`src/rtl/mips_muldiv_pkg.sv`:
```
// Shared encodings for the iterative multiply/divide unit.
// Operation and state codes are used by the unit and by anything that drives it.
package mips_muldiv_pkg;

    typedef enum logic [1:0] {
        OP_MULT  = 2'b00,
        OP_MULTU = 2'b01,
        OP_DIV   = 2'b10,
        OP_DIVU  = 2'b11
    } op_e;

    typedef enum logic [1:0] {
        S_IDLE = 2'b00,
        S_CALC = 2'b01,
        S_FIX  = 2'b10
    } state_e;

    localparam int ITER = 32;

endpackage

```
`src/rtl/muldiv_step.sv`:
```
// One iteration of the multiply/divide datapath: add-or-pass for multiply,
// restoring trial-subtract for divide. The accumulator is {high half, low half}.
module muldiv_step #(
    parameter int WIDTH = 32
) (
    input  logic [2*WIDTH-1:0] acc_i,
    input  logic [WIDTH-1:0]   b_i,
    input  logic               is_div_i,
    output logic [2*WIDTH-1:0] acc_o
);

    logic [WIDTH:0]   sum_s;
    logic [WIDTH:0]   rem_s;
    logic [WIDTH-1:0] diff_s;

    // Multiply keeps the carry in the shifted-in bit; divide shifts the next dividend bit into the remainder.
    always_comb begin
        sum_s  = {1'b0, acc_i[2*WIDTH-1:WIDTH]} + (acc_i[0] ? {1'b0, b_i} : {(WIDTH+1){1'b0}});
        rem_s  = acc_i[2*WIDTH-1:WIDTH-1];
        diff_s = rem_s[WIDTH-1:0] - b_i;
        if (is_div_i) begin
            if (rem_s >= {1'b0, b_i}) begin
                acc_o = {diff_s, acc_i[WIDTH-2:0], 1'b1};
            end else begin
                acc_o = {rem_s[WIDTH-1:0], acc_i[WIDTH-2:0], 1'b0};
            end
        end else begin
            acc_o = {sum_s, acc_i[WIDTH-1:1]};
        end
    end

endmodule

```
`src/rtl/muldiv_unit.sv`:
```
// Iterative MULT/MULTU/DIV/DIVU unit owning the HI/LO registers.
// Operates on magnitudes for WIDTH cycles, then applies sign correction and commits.
module muldiv_unit
    import mips_muldiv_pkg::*;
#(
    parameter int WIDTH = 32,
    parameter int CNT_W = 6
) (
    input  logic             clk,
    input  logic             reset,
    input  logic             start,
    input  logic [1:0]       op,
    input  logic [WIDTH-1:0] SrcA,
    input  logic [WIDTH-1:0] SrcB,
    input  logic             hi_we,
    input  logic             lo_we,
    input  logic [WIDTH-1:0] wdata,
    output logic             busy,
    output logic             done,
    output logic [WIDTH-1:0] hi,
    output logic [WIDTH-1:0] lo
);

    localparam logic [CNT_W-1:0] LAST_CNT = CNT_W'(ITER - 1);

    state_e             state_q;
    logic [CNT_W-1:0]   cnt_q;
    logic [2*WIDTH-1:0] acc_q;
    logic [WIDTH-1:0]   b_q;
    logic [WIDTH-1:0]   a_raw_q;
    logic               is_div_q;
    logic               b_zero_q;
    logic               qneg_q;
    logic               rneg_q;
    logic               busy_q;
    logic               done_q;
    logic [WIDTH-1:0]   hi_q;
    logic [WIDTH-1:0]   lo_q;

    logic               signed_op_s;
    logic               a_neg_s;
    logic               b_neg_s;
    logic [WIDTH-1:0]   a_mag_s;
    logic [WIDTH-1:0]   b_mag_s;
    logic [2*WIDTH-1:0] acc_step_s;
    logic [2*WIDTH-1:0] acc_neg_s;
    logic [WIDTH-1:0]   res_hi_s;
    logic [WIDTH-1:0]   res_lo_s;

    // Operand magnitudes and signs captured on the start edge.
    always_comb begin
        signed_op_s = (op == OP_MULT) || (op == OP_DIV);
        a_neg_s     = signed_op_s & SrcA[WIDTH-1];
        b_neg_s     = signed_op_s & SrcB[WIDTH-1];
        if (a_neg_s) begin
            a_mag_s = {WIDTH{1'b0}} - SrcA;
        end else begin
            a_mag_s = SrcA;
        end
        if (b_neg_s) begin
            b_mag_s = {WIDTH{1'b0}} - SrcB;
        end else begin
            b_mag_s = SrcB;
        end
    end

    muldiv_step #(.WIDTH(WIDTH)) u_step (
        .acc_i    (acc_q),
        .b_i      (b_q),
        .is_div_i (is_div_q),
        .acc_o    (acc_step_s)
    );

    // Sign correction and divide-by-zero override for the commit edge.
    always_comb begin
        acc_neg_s = {(2*WIDTH){1'b0}} - acc_q;
        res_hi_s  = acc_q[2*WIDTH-1:WIDTH];
        res_lo_s  = acc_q[WIDTH-1:0];
        if (is_div_q) begin
            if (b_zero_q) begin
                res_lo_s = {WIDTH{1'b1}};
                res_hi_s = a_raw_q;
            end else begin
                if (qneg_q) begin
                    res_lo_s = acc_neg_s[WIDTH-1:0];
                end else begin
                    res_lo_s = acc_q[WIDTH-1:0];
                end
                if (rneg_q) begin
                    res_hi_s = {WIDTH{1'b0}} - acc_q[2*WIDTH-1:WIDTH];
                end else begin
                    res_hi_s = acc_q[2*WIDTH-1:WIDTH];
                end
            end
        end else begin
            if (qneg_q) begin
                res_hi_s = acc_neg_s[2*WIDTH-1:WIDTH];
                res_lo_s = acc_neg_s[WIDTH-1:0];
            end else begin
                res_hi_s = acc_q[2*WIDTH-1:WIDTH];
                res_lo_s = acc_q[WIDTH-1:0];
            end
        end
    end

    // Control FSM, iteration counter and HI/LO ownership.
    always_ff @(posedge clk) begin
        if (reset) begin
            state_q  <= S_IDLE;
            cnt_q    <= {CNT_W{1'b0}};
            acc_q    <= {(2*WIDTH){1'b0}};
            b_q      <= {WIDTH{1'b0}};
            a_raw_q  <= {WIDTH{1'b0}};
            is_div_q <= 1'b0;
            b_zero_q <= 1'b0;
            qneg_q   <= 1'b0;
            rneg_q   <= 1'b0;
            busy_q   <= 1'b0;
            done_q   <= 1'b0;
            hi_q     <= {WIDTH{1'b0}};
            lo_q     <= {WIDTH{1'b0}};
        end else begin
            case (state_q)
                S_IDLE: begin
                    done_q <= 1'b0;
                    if (hi_we) hi_q <= wdata;
                    if (lo_we) lo_q <= wdata;
                    if (start) begin
                        state_q  <= S_CALC;
                        busy_q   <= 1'b1;
                        cnt_q    <= {CNT_W{1'b0}};
                        acc_q    <= {{WIDTH{1'b0}}, a_mag_s};
                        b_q      <= b_mag_s;
                        a_raw_q  <= SrcA;
                        is_div_q <= op[1];
                        b_zero_q <= (SrcB == {WIDTH{1'b0}});
                        qneg_q   <= a_neg_s ^ b_neg_s;
                        rneg_q   <= a_neg_s;
                    end
                end
                S_CALC: begin
                    done_q <= 1'b0;
                    acc_q  <= acc_step_s;
                    cnt_q  <= cnt_q + {{(CNT_W-1){1'b0}}, 1'b1};
                    if (cnt_q == LAST_CNT) state_q <= S_FIX;
                end
                S_FIX: begin
                    // Commit wins over any MTHI/MTLO at this edge.
                    hi_q    <= res_hi_s;
                    lo_q    <= res_lo_s;
                    done_q  <= 1'b1;
                    busy_q  <= 1'b0;
                    cnt_q   <= {CNT_W{1'b0}};
                    state_q <= S_IDLE;
                end
                default: begin
                    state_q <= S_IDLE;
                    busy_q  <= 1'b0;
                    done_q  <= 1'b0;
                    cnt_q   <= {CNT_W{1'b0}};
                end
            endcase
        end
    end

    assign busy = busy_q;
    assign done = done_q;
    assign hi   = hi_q;
    assign lo   = lo_q;

endmodule

```
`config.mk`:
```
export PLATFORM = sky130hd
export DESIGN_NAME = muldiv_unit
export DESIGN_NICKNAME = d
export VERILOG_FILES = /design/src/rtl/mips_muldiv_pkg.sv /design/src/rtl/muldiv_step.sv /design/src/rtl/muldiv_unit.sv
export SDC_FILE = /design/constraint.sdc
export NUM_CORES = 1
export LEC_CHECK = 0
export CAP_MARGIN = 20
export CORE_MARGIN = 1
export CORE_UTILIZATION = 35
export DETAILED_ROUTE_END_ITERATION = 10
export PLACE_DENSITY_LB_ADDON = 0.08
export SYNTH_ARGS = -nofsm -noshare
export SYNTH_HDL_FRONTEND = slang
export SYNTH_SLANG_ARGS = --single-unit
```
`constraint.sdc`:
```
create_clock -name clk -period 3.7 [get_ports clk]
set_input_delay 0.555 -clock clk [delete_from_list [all_inputs] [get_ports clk]]
set_output_delay 0.555 -clock clk [all_outputs]
set_load 0.03 [all_outputs]
```
==> flow_summary.ini, run 1 <==
[synthesis]
syn_area_mm2 = 0.0166
synthDistinctLibCells = 85
ys_seq_area_frac = 0.249
synthCells = 2254
avgSynthCellArea_um2 = 7.34
synth_fp_nets = 2428
synth_edf_count = 0
ys_ff_latch = 206
synth_warnings = 0
ys.flop_type = dfxtp_1
synthArstFlopShare = 0

[sta]
slew_headroom = 0.219
worst_pin_slew_ns = 1.17
finalHoldViolations = 0
setup_tns_ns = 0
fmax_mhz = 287
fin_crit_sh = 0.942
maxSlewViolCount = 0
fin_skew_ns = 0.0162
fin_crit_ns = 3.49
setup_viol = 0
rsz0062_at_grt = no

[placement]
placed_area_mm2 = 0.0193
placed_cells = 2972
routabilityCongestion = 0.965
place_hpwl_mm = 59.6
port_buffers = 168

[power_and_ir_drop]
internal-power_mw = 4.94
combPwrFrac = 0.302
sw_frac_of_total = 0.360
leakage_nw = 7.80
p_seq_frac = 0.329
power_mw = 7.72
clockPowerShare = 0.370
power_switching_mw = 2.78
peakVddDrop_mv = 0.337
powerDensity_mw_per_mm2 = 381

[global_route]
grt_pass1_vias = 17100
grt_max_degree = 94
overflow = 0
grtUsageTotal = 0.311
grt_pass1_wl_mm = 112
grt_antenna_before_repair = 2

[clock_tree]
clk_pin_slew_ns = 0.06
cts_hold_buf = 0
clockBufferDepth = 3
numCtsBuffers = 27
cts_root_buf = clkbuf_16
cts_max_level = 1
insertion_delay_ns = 0.59
cts_sinks = 206
cts_tree = yes

[die]
dieArea_mm2 = 0.0482
die_y_um = 219
initial_utilization = 0.356
core-area_mm2 = 0.0466
ios = 169
num_rows = 79
die-width_um = 219

[worst_setup_path]
crit_type = reg2reg
required_ns = 4.14
end_kind = flip-flop
critPathMaxStageDelay_ns = 0.60
start_kind = flip-flop
cp_max_fo = 9
path_cells = or4_1 > or2_1 > nor4_4 > nand3_4 > buf_4 > o31ai_1 > nor4_1 > a2111oi_1 > buf_4 > nor3_1
cp.buffers_inverters = 2
crit_family = simple AND/OR/NAND/NOR gates
critical_path.slowest_cell = or4_1
crit_top_cell = buf_4
arrival_ns = 3.92

[routing]
vias = 18300
vias_per_cell = 6.07
drtIter0Drc = 1790
totalWireLength_mm = 76.6
dr.pass1.iters = 8
drc = 0
drtAntennaViolNets = 0
wire_per_inst_um = 25.4

[outcome]
status = finished, final reports clean

[final_layout]
drive_above_1_share = 0.0903
area_delta_synth_final_pct = 22.3
nets = 2568
fin_cells = 3022
fin_area_mm2 = 0.0202

[run]
maxCapViolCount = 0

[min_path]
holdCritPathClass = in2reg
==> power groups by stage <==
stage | logic, mW | clock network, mW | registers, mW
floorplan | 1.31 | 0 | 2.61
CTS | 2.29 | 2.89 | 2.53
global route | 2.49 | 2.98 | 2.56
detailed placement | 2.28 | 0 | 2.58
global placement | 2.28 | 0 | 2.58
finish | 2.33 | 2.85 | 2.54
==> cells by family after synthesis <==
| logic type | count (synthesis) | share of synthesized area |
|---|---|---|
| buffers and inverters | 253 | 0.0589 |
| multiplexers | 59 | 0.0361 |
| flip-flops | 206 | 0.249 |
| XOR/XNOR | 163 | 0.0862 |
| AO/OA/AOI/OAI | 727 | 0.293 |
| AND/OR/NAND/NOR | 775 | 0.222 |
| adder cells (fa/ha/maj) | 71 | 0.0546 |
==> cells in the mapped netlist, types with 19 or more instances <==
cell        n  area, µm²
o221ai_1   36        315
and3_1     19        119
a21oi_1   209       1050
o211ai_1   29        218
clkbuf_1  156        586
ha_1       69        863
dfxtp_1   206       4120
a31oi_1    20        125
nand3_1    47        235
nand2_1   254        953
nor2_1    215        807
xnor2_1    97        850
inv_1      74        278
nand2b_1   23        144
or3_1      32        200
nor4_1     19        119
o31ai_1    23        173
o21ai_0   120        601
a21o_1     35        263
mux2i_1    54        541
nor3_1     63        315
a211oi_1   70        526
xor2_1     66        578
==> sequential cells by signal, summed over array words and instances (netlist names), 2 cells and up <==
signal and flops:
a_raw_q 32, state_q 2, lo 32, hi 32, cnt_q 6, b_q 32
acc_q 64
==> metrics by stage <==
stage / hold WS [ns] / utilization / worst slack (ns)
finish: 0.250 / 0.435 / 0.215
global route: 0.269 / 0.435 / 0.0807
CTS: 0.232 / 0.434 / 0.137
detailed placement: 0.447 / 0.414 / 0.171
global placement: 0.442 / 0.414 / 0.0818
floorplan: 0.431 / - / 0.741
==> what timing repair did <==
| action | 4_1_cts | 5_1_grt |
|---|---|---|
| setup buffers | 0 | 0 |
| gates resized for setup | 0 | 3 |
| endpoints found under the setup margin | 0 | 4 |
==> worst paths after layout <==
check | startpoint | cells past startpoint | endpoint | slack, ns
setup / recovery | acc_q[9] | 10 | hi[21] | 0.21
hold / removal | reset | 2 | hi[28] | 0.25
setup reg to reg | acc_q[9] | 10 | hi[21] | 0.21
hold reg to reg | lo[0] | 2 | lo[0] | 0.45
==> cell usage in the layout, fill, tap and decap left out, types with 14 or more instances in the layout <==
cell type        instances
a2111oi_0               14
o221ai_1                36
a21o_1                  35
a31oi_1                 20
or3_1                   32
o211ai_1                29
and3_1                  19
a221oi_1                17
nand3_1                 47
clkdlybuf4s50_1        167
nand2_1                253
a311oi_1                16
o31ai_1                 23
xor2_1                  66
xnor2_1                 97
nor3_1                  62
nand4_1                 15
ha_1                    69
nor4_1                  19
inv_1                   74
or4_1                   17
a211oi_1                70
o21a_1                  14
o21ai_0                119
a21oi_1                209
nand2b_1                23
clkbuf_16               27
dfxtp_1                205
nor2_1                 213
mux2i_1                 54
buf_4                  120
==> routing by layer <==
| layer | global-route usage | wire (µm) | up-vias |
|---|---|---|---|
| li1 | - | - | 8561 |
| met1 | 0.465 | 36400 | 8943 |
| met2 | 0.458 | 32300 | 754 |
| met3 | 0.0566 | 6550 | 76 |
| met4 | 0.0613 | 1380 | 0 |
| met5 | 0 | 0 | - |
==> cell type report <==
cell class / instances / area (µm²)
repair buffers: 290 / 2630
clock inverters: 11 / 154
clock buffers: 37 / 783
fillers: 4754 / 26300
multi-input cells: 1795 / 11500
inverters: 74 / 278
flip-flops and latches: 206 / 4130
well taps: 607 / 759
diodes: 2 / 5.00
No activity file was read; power rests on OpenSTA's default activity.
==> run 2, diff against run 1 <==
Settings changed: CELL_PAD_IN_SITES_DETAIL_PLACEMENT set to 0, CELL_PAD_IN_SITES_GLOBAL_PLACEMENT set to 2, CORE_UTILIZATION 35 to 34, CTS_CLUSTER_SIZE set to 10.
==> run 2 against run 1 <==
  * Cell area decreased by 0.80%
  * Worst setup slack improved by 0.069 ns
  * Clock skew rose by 0.012 ns
  * Global-route usage is 2.2 points lower
  * First-iteration DRC count down 5.8%
  * Via count is 2.3% lower
  * Largest power group unchanged
  * Critical endpoint unchanged
  * Non-clock buffer count fell by 8
  * Critical path depth fell by 2
==> flow_summary.ini, run 2 (synthesized netlist as in run 1, its figures left out) <==
[outcome]
status = finished, final reports clean

[die]
ios = 169
num_rows = 80
die-width_um = 223
dieArea_mm2 = 0.0496
initial_utilization = 0.346
core-area_mm2 = 0.0478
die_y_um = 223

[worst_setup_path]
crit_start = acc_q[9]
arrival_ns = 3.84
critPathMaxStageDelay_ns = 0.71
crit_type = reg2reg
reg2reg_from = acc_q[9]
end_kind = flip-flop
start_kind = flip-flop
path_cells = or4_1 > or2_1 > nor4_4 > nand3_4 > o31ai_1 > nor4_1 > a2111oi_0 > nor3_1
critical_path.slowest_cell = a2111oi_0
required_ns = 4.13
cp_max_fo = 13

[final_layout]
drive_above_1_share = 0.0850
top_register = acc_q
regArea_mm2 = 0.00413
multiInputGateArea_mm2 = 0.0115
final_cell_mix = 253 x nand2_1, 213 x nor2_1, 209 x a21oi_1, 204 x dfxtp_1, 167 x clkdlybuf4s50_1
area_delta_synth_final_pct = 21.3
fill_cells = 5004
nets = 2560
layout_commonest_cell = nand2_1
largest_reg_flops = 64

[sta]
fmax_mhz = 293
setup_tns_ns = 0
rsz0062_at_grt = no
slew_headroom = 0.268
setup_viol = 0
fin_skew_ns = 0.0279
finalHoldViolations = 0
maxSlewViolCount = 0
fin_crit_sh = 0.923
fin_crit_ns = 3.42
worst_pin_slew_ns = 1.09

[placement]
port_buffers = 168
place_hpwl_mm = 56.9
routabilityCongestion = 0.933

[global_route]
grt_pass1_vias = 16900
grt_max_degree = 162
overflow = 0
grt_pass1_wl_mm = 109
grt_antenna_before_repair = 1
grtUsageTotal = 0.288

[power_and_ir_drop]
power_mw = 7.41
powerDensity_mw_per_mm2 = 369
leakage_nw = 7.71
peakVddDrop_mv = 0.331

[min_path]
hp-start = lo[17]
holdCritPathClass = reg2reg

[routing]
drtAntennaViolNets = 0
wire_per_inst_um = 24.4
totalWireLength_mm = 73.6
dr.pass1.iters = 7
drtIter0Drc = 1687
vias_per_cell = 5.94
drc = 0
vias = 17900

[clock_tree]
cts_tree = yes
cts_max_level = 1
clockBufferDepth = 3
insertion_delay_ns = 0.58
cts_root_buf = clkbuf_16
clk_pin_slew_ns = 0.06
numCtsBuffers = 27
cts_sinks = 206

[run]
maxCapViolCount = 0
-- run 2: cell types whose count changed in the layout (fill, tap and decap cells not counted), sizes merged --
cell / previous run / this run
clkinv: 4 / 2
bufinv: 3 / 0
buf: 123 / 115
diode: 2 / 1
clkbuf: 37 / 38
inv: 76 / 75
-- run 2: worst paths after layout --
path                                to  slack [ns]  cells past startpoint
worst min-delay path            lo[17]        0.45                      2
worst min register to register  lo[17]        0.45                      2
worst max-delay path            hi[21]        0.28                      8
worst max register to register  hi[21]        0.28                      8
-- run 2: per-layer routing --
layer | GRT usage | part of all wire | vias up
li1 | - | - | 8533
met1 | 0.419 | 0.47 | 8584
met2 | 0.434 | 0.42 | 690
met3 | 0.0491 | 0.076 | 112
met4 | 0.0765 | 0.027 | 0
met5 | 0 | 0 | -
-- run 2: power breakdown --
part / switching, mW / internal [mW]
sequential: 0.171 / 2.37
clock: 1.10 / 1.46
combinational: 1.43 / 0.878
-- run 2: final cells by class --
type                    instances  share of cell area
inverters                      74              0.0138
clock inverters                 5             0.00168
flip-flops and latches        206               0.206
clock buffers                  38              0.0392
repair buffers                282               0.129
well taps                     615              0.0383
multi-input cells            1795               0.572
diodes                          1            0.000125
-- run 2: what timing repair did --
item | CTS | global route
gates resized for setup | 0 | 1
endpoints found under the setup margin | 0 | 13
setup buffers | 0 | 0
hold buffers | 0 | 0
-- run 2: critical path, delay by kind of cell, from the launching register on --
kind,cells,cell delay (ns)
DFF,1,0.38
AOI/OAI and AO/OA,2,1.03
and+or+nand+nor,6,1.84
-- run 2: per-stage QoR --
step / worst slack [ns] / hold WS (ns) / std cells / area [µm²] / utilization
2_1_floorplan: 0.741 / 0.431 / 2254 / 16600 / -
3_3_place_gp: 0.291 / 0.442 / 2972 / 19300 / 0.402
3_5_place_dp: 0.182 / 0.447 / 2972 / 19300 / 0.402
4_1_cts: 0.157 / 0.454 / 3015 / 20100 / 0.420
5_1_grt: 0.0973 / 0.467 / 3015 / 20100 / 0.420
6_report: 0.284 / 0.450 / 3016 / 20100 / 0.420
